File: src/rtl/decode.sv
// -----------------------------------------------------------------------------
// decode: LC3 instruction decode stage, directly downstream of fetch.
//
// After fetch pulses decode_start (its addr_out is on the instruction BRAM),
// this block waits MEM_LAT cycles for the BRAM read, latches the returned word
// into IR, and splits it into fields with the immediates sign-extended. The
// fields are offered to execute with a valid/ready handshake. opCode_out,
// offset9_out and br_nzp_out also feed fetch.
//
// Parameters
//   MEM_LAT       BRAM read latency in cycles, 1..4
//
// Ports
//   clk           system clock, all state on the rising edge
//   rst_n         asynchronous active-low reset
//   decode_start  1-cycle pulse from fetch: next instruction address driven
//   pc_in         fetch NPC, captured at decode_start
//   mem_dout      instruction BRAM read data
//   exec_ready    execute can accept the decoded instruction
//   decode_valid  decoded fields valid, held until exec_ready
//   decode_busy   high whenever the FSM is not idle
//   ir_out        latched instruction register
//   npc_out       pc_in captured at decode_start
//   opCode_out    IR[15:12]
//   dr_out        IR[11:9]
//   sr1_out       IR[8:6]
//   sr2_out       IR[2:0]
//   imm_mode      IR[5] for ADD/AND, else 0
//   imm5_sext     sign-extended IR[4:0]
//   offset6_sext  sign-extended IR[5:0]
//   offset9_out   raw IR[8:0]
//   br_nzp_out    IR[11:9] for BR, else 000
//   illegal_op    reserved opcode 1101
//   state_dbg     current FSM state, for debug/checkers
// -----------------------------------------------------------------------------
module decode #(
    parameter int MEM_LAT = 1
) (
    input  logic        clk,
    input  logic        rst_n,
    input  logic        decode_start,
    input  logic [15:0] pc_in,
    input  logic [15:0] mem_dout,
    input  logic        exec_ready,
    output logic        decode_valid,
    output logic        decode_busy,
    output logic [15:0] ir_out,
    output logic [15:0] npc_out,
    output logic [3:0]  opCode_out,
    output logic [2:0]  dr_out,
    output logic [2:0]  sr1_out,
    output logic [2:0]  sr2_out,
    output logic        imm_mode,
    output logic [15:0] imm5_sext,
    output logic [15:0] offset6_sext,
    output logic [8:0]  offset9_out,
    output logic [2:0]  br_nzp_out,
    output logic        illegal_op,
    output logic [1:0]  state_dbg
);

    typedef enum logic [1:0] {
        S_IDLE  = 2'd0,
        S_WAIT  = 2'd1,
        S_LATCH = 2'd2,
        S_ISSUE = 2'd3
    } state_t;

    // Counter load so that WAIT lasts exactly MEM_LAT cycles (exit when 0).
    localparam logic [1:0] WAIT_LOAD = 2'(MEM_LAT - 1);

    localparam logic [3:0] OP_BR  = 4'b0000;
    localparam logic [3:0] OP_ADD = 4'b0001;
    localparam logic [3:0] OP_AND = 4'b0101;
    localparam logic [3:0] OP_RSV = 4'b1101;

    state_t      state;
    state_t      state_nxt;
    logic [1:0]  wait_cnt;
    logic [3:0]  mem_op;

    assign mem_op = mem_dout[15:12];

    // Handshake: decode_valid is high for every cycle spent in ISSUE and the
    // fields are stable while it is high. A transfer happens on a rising edge
    // where decode_valid and exec_ready are both 1; decode_valid drops right
    // after that edge. Valid never depends combinationally on exec_ready.
    assign decode_valid = (state == S_ISSUE);
    assign decode_busy  = (state != S_IDLE);
    assign state_dbg    = state;

    // State register
    always_ff @(posedge clk or negedge rst_n) begin
        if (!rst_n) begin
            state <= S_IDLE;
        end else begin
            state <= state_nxt;
        end
    end

    // Next-state logic. decode_start outside IDLE (including the ISSUE cycle
    // that transfers) is dropped; there is no queueing.
    always_comb begin
        state_nxt = state;
        case (state)
            S_IDLE:  if (decode_start) state_nxt = S_WAIT;
            S_WAIT:  if (wait_cnt == 2'd0) state_nxt = S_LATCH;
            S_LATCH: state_nxt = S_ISSUE;
            S_ISSUE: if (exec_ready) state_nxt = S_IDLE;
            default: state_nxt = S_IDLE;
        endcase
    end

    // BRAM latency counter
    always_ff @(posedge clk or negedge rst_n) begin
        if (!rst_n) begin
            wait_cnt <= 2'd0;
        end else if (state == S_IDLE && decode_start) begin
            wait_cnt <= WAIT_LOAD;
        end else if (state == S_WAIT && wait_cnt != 2'd0) begin
            wait_cnt <= wait_cnt - 2'd1;
        end
    end

    // NPC capture at the accepted decode_start
    always_ff @(posedge clk or negedge rst_n) begin
        if (!rst_n) begin
            npc_out <= 16'h0000;
        end else if (state == S_IDLE && decode_start) begin
            npc_out <= pc_in;
        end
    end

    // IR and fields are registered straight from mem_dout on the LATCH edge
    // so they line up with IR; they then hold until the next LATCH so that
    // execute/fetch may sample them after the transfer.
    always_ff @(posedge clk or negedge rst_n) begin
        if (!rst_n) begin
            ir_out       <= 16'h0000;
            opCode_out   <= 4'h0;
            dr_out       <= 3'b000;
            sr1_out      <= 3'b000;
            sr2_out      <= 3'b000;
            imm_mode     <= 1'b0;
            imm5_sext    <= 16'h0000;
            offset6_sext <= 16'h0000;
            offset9_out  <= 9'h000;
            br_nzp_out   <= 3'b000;
            illegal_op   <= 1'b0;
        end else if (state == S_LATCH) begin
            ir_out       <= mem_dout;
            opCode_out   <= mem_op;
            dr_out       <= mem_dout[11:9];
            sr1_out      <= mem_dout[8:6];
            sr2_out      <= mem_dout[2:0];
            imm_mode     <= (mem_op == OP_ADD || mem_op == OP_AND) ? mem_dout[5] : 1'b0;
            imm5_sext    <= {{11{mem_dout[4]}}, mem_dout[4:0]};
            offset6_sext <= {{10{mem_dout[5]}}, mem_dout[5:0]};
            offset9_out  <= mem_dout[8:0];
            br_nzp_out   <= (mem_op == OP_BR) ? mem_dout[11:9] : 3'b000;
            illegal_op   <= (mem_op == OP_RSV);
        end
    end

endmodule
File: config.mk
export PLATFORM = sky130hd
export DESIGN_NAME = decode
export DESIGN_NICKNAME = d
export VERILOG_FILES = /design/src/rtl/decode.sv
export SDC_FILE = /design/constraint.sdc
export NUM_CORES = 1
export LEC_CHECK = 0
export ABC_AREA = 1
export CAP_MARGIN = 20
export CELL_PAD_IN_SITES_DETAIL_PLACEMENT = 1
export CELL_PAD_IN_SITES_GLOBAL_PLACEMENT = 2
export CORE_AREA = 5 5 155 83
export CTS_CLUSTER_DIAMETER = 200
export CTS_CLUSTER_SIZE = 10
export DETAILED_ROUTE_END_ITERATION = 16
export DIE_AREA = 0 0 160 88
export GPL_TIMING_DRIVEN = 0
export PLACE_DENSITY_LB_ADDON = 0.12
export SLEW_MARGIN = 20
export SYNTH_ARGS = -nofsm -noshare
export SYNTH_HDL_FRONTEND = slang
export SYNTH_SLANG_ARGS = --single-unit
File: constraint.sdc
create_clock -name clk -period 1.7 [get_ports clk]
set_input_delay 0.17 -clock clk [delete_from_list [all_inputs] [get_ports clk]]
set_output_delay 0.17 -clock clk [all_outputs]
set_load 0.005 [all_outputs]
==> flow_summary.toml <==
[placement]
dp_slack_ps = 163
gp_congestion = 0.663
placed_cell_area_um2 = 3600
port_buffers = 130
hpwl_mm = 5.88

[global_routing]
grt_use_met1_pct = 14.7
gr-total-overflow = 0
grt_util_met3_pct = 3.71
grt_use_total_pct = 10.5
grt_use_met2_pct = 16.0
grt_max_degree = 27
antenna_found_initial = 0
grt_pass1_wl_mm = 11.7
grt_pass1_vias = 2109
grt.busiest_layer = "met2"

[timing]
maxSlewViolCount = 0
fmax_mhz = 616
layout_setup_ws_ps = 75.9
slew_headroom_pct = 72.6
rsz0062_at_grt = "true"
worst_pin_slew_ps = 411
setup_tns_ps = 0
fin_crit_sh_pct = 95.5
setup_viol = 0
whs_ps = 345
hold_viol_final = 0
clock_skew_ps = 6.18
period_minus_slack_ps = 1620

[layout]
layout_common_cells = "127 x clkdlybuf4s50_1, 107 x nand2_1, 58 x buf_4"
final_nets = 431
drive_above_1_share_pct = 20.5
n_antenna_cell = 0
final_common_cell = "clkdlybuf4s50_1"
fin_area_um2 = 3820
syn_to_final_growth_pct = 82.0

[min_path]
hp-class = "input pin to asynchronous set/reset pin"

[cts]
cts_buffer_depth = 2
clkSlewWorstSetupHoldPaths_ps = 60
h-tree-depth = 2
clk_latency_ps = 280
cts_tree = "yes"
cts_num_sinks = 41
cts-buffers-inserted = 5
root_buffer = "clkbuf_16"

[routing]
vias_per_cell = 3.65
drc = 0
vias = 1972
wl_per_cell_um = 13.5
finalWirelength_mm = 7.31
firstDrtPassIters = 4
drtIter0Drc = 66
ant_nets = 0

[power_and_ir_drop]
power_w = 0.00729
p_per_area_nw_per_um2 = 1910
total_leakage_power_nw = 1.86
ir_drop_uv = 519

[die]
pin_count = 131
initial_core_util_pct = 18.5
die_w_um = 160
die_h_um = 88
coreArea_um2 = 11400
die_area_um2 = 14100
rows = 28

[logic_synthesis]
ys_types = 15
syn_nets = 288
syn_area_um2 = 2100
postSynthCellCount = 246
ys_warn_count = 0
synth.avg_cell_area_um2 = 8.54
ys_seq_area_share_pct = 48.8
ys_ff_latch = 41

[critical_path]
critPathMaxFanout = 14
cpPeakStageDelay_ps = 510
worstPathCellList = "buf_4, clkdlybuf4s50_1"
endpoint_kind = "output pin"
arrival_ps = 1450
path_depth = 2
rrSetupSlack_ps = 260
crit_family = "buffers and inverters"
critPathRequiredTime_ps = 1530
path_buf_inv = 2
startpoint_type = "register"
worst-setup-path-type = "register to output pin"
slowest_stage = "dfrtp_2"
reg2regPathDepth = 6

[status]
outcome = "finished, final reports clean"

[run]
cap_violations = 0
metrics by stage:
stage / utilization (%) / std cells
floorplan: - / 246
global placement: 31.5 / 526
detailed placement: 31.7 / 527
CTS: 33.4 / 538
global route: 33.6 / 540
finish: 33.6 / 540
metal layers:
layer | share of wire [%] | up-vias
li1 | - | 982
met1 | 52 | 930
met2 | 42 | 58
met3 | 5.5 | 2
met4 | 0.25 | 0
met5 | 0 | -
registers in the layout, summed over array words and instances (netlist names):
register / cells
npc_out: 16
illegal_op: 1
ir_out: 16
wait_cnt: 2
imm_mode: 1
state_dbg: 2
br_nzp_out: 3
area by class of cell:
type / instances / area [um^2]
clock inverters: 1 / 5.00
fillers: 1341 / 7560
well taps: 150 / 188
clock buffers: 7 / 153
repair buffers: 136 / 1360
inverters: 14 / 57.6
flip-flops and latches: 41 / 1030
multi-input cells: 132 / 591
plain buffers: 59 / 439
cell usage after synthesis:
cell type  count  area share [%]
nor2_1         3            0.54
nand2_1      107              19
nand3_1        2            0.48
inv_2          1            0.18
o21ai_0        5             1.2
dfrtp_1       41              49
inv_6          1            0.42
buf_4         55              20
inv_1         12             2.1
ha_1           6             3.6
buf_2          3            0.71
o21ai_1        5             1.2
nand2_4        1            0.54
buf_6          1            0.54
nand4_1        3            0.89
where the power goes:
| part | leakage, nW | switching, W | internal [W] |
|---|---|---|---|
| clock | 0.0799 | 0.000385 | 0.000622 |
| sequential | 0.512 | 0.000351 | 0.00142 |
| combinational | 1.27 | 0.00157 | 0.00294 |
| total | 1.86 | 0.00230 | 0.00499 |
logic make-up (layout without fill, tap and decap cells):
logic type	count (synthesis)	in the layout	share of synthesized area [%]
AND/OR/NAND/NOR	116	116	21.6
buffers and inverters	73	217	23.6
flip-flops	41	41	48.8
AO/OA/AOI/OAI	10	10	2.38
adder cells (fa/ha/maj)	6	6	3.57
worst paths after layout:
kind	start	end
setup reg to reg	state_dbg[1]	ir_out[12]
min in group clk	mem_dout[6]	ir_out[6]
max in group asynchronous	rst_n	ir_out[4]
hold reg to reg	npc_out[14]	npc_out[14]
hold / removal	rst_n	npc_out[9]
setup / recovery	ir_out[5]	offset6_sext[12]
timing repair:
| action | in CTS | in global routing |
|---|---|---|
| buffers inserted | 2 | 2 |
| gates resized for setup | 4 | 3 |
| endpoints found under the hold margin | 15 | 0 |
| endpoints found under the setup margin | 28 | 14 |
| cloned | 0 | 0 |
| hold buffers | 1 | 0 |
(Power assumes the default switching activity.)
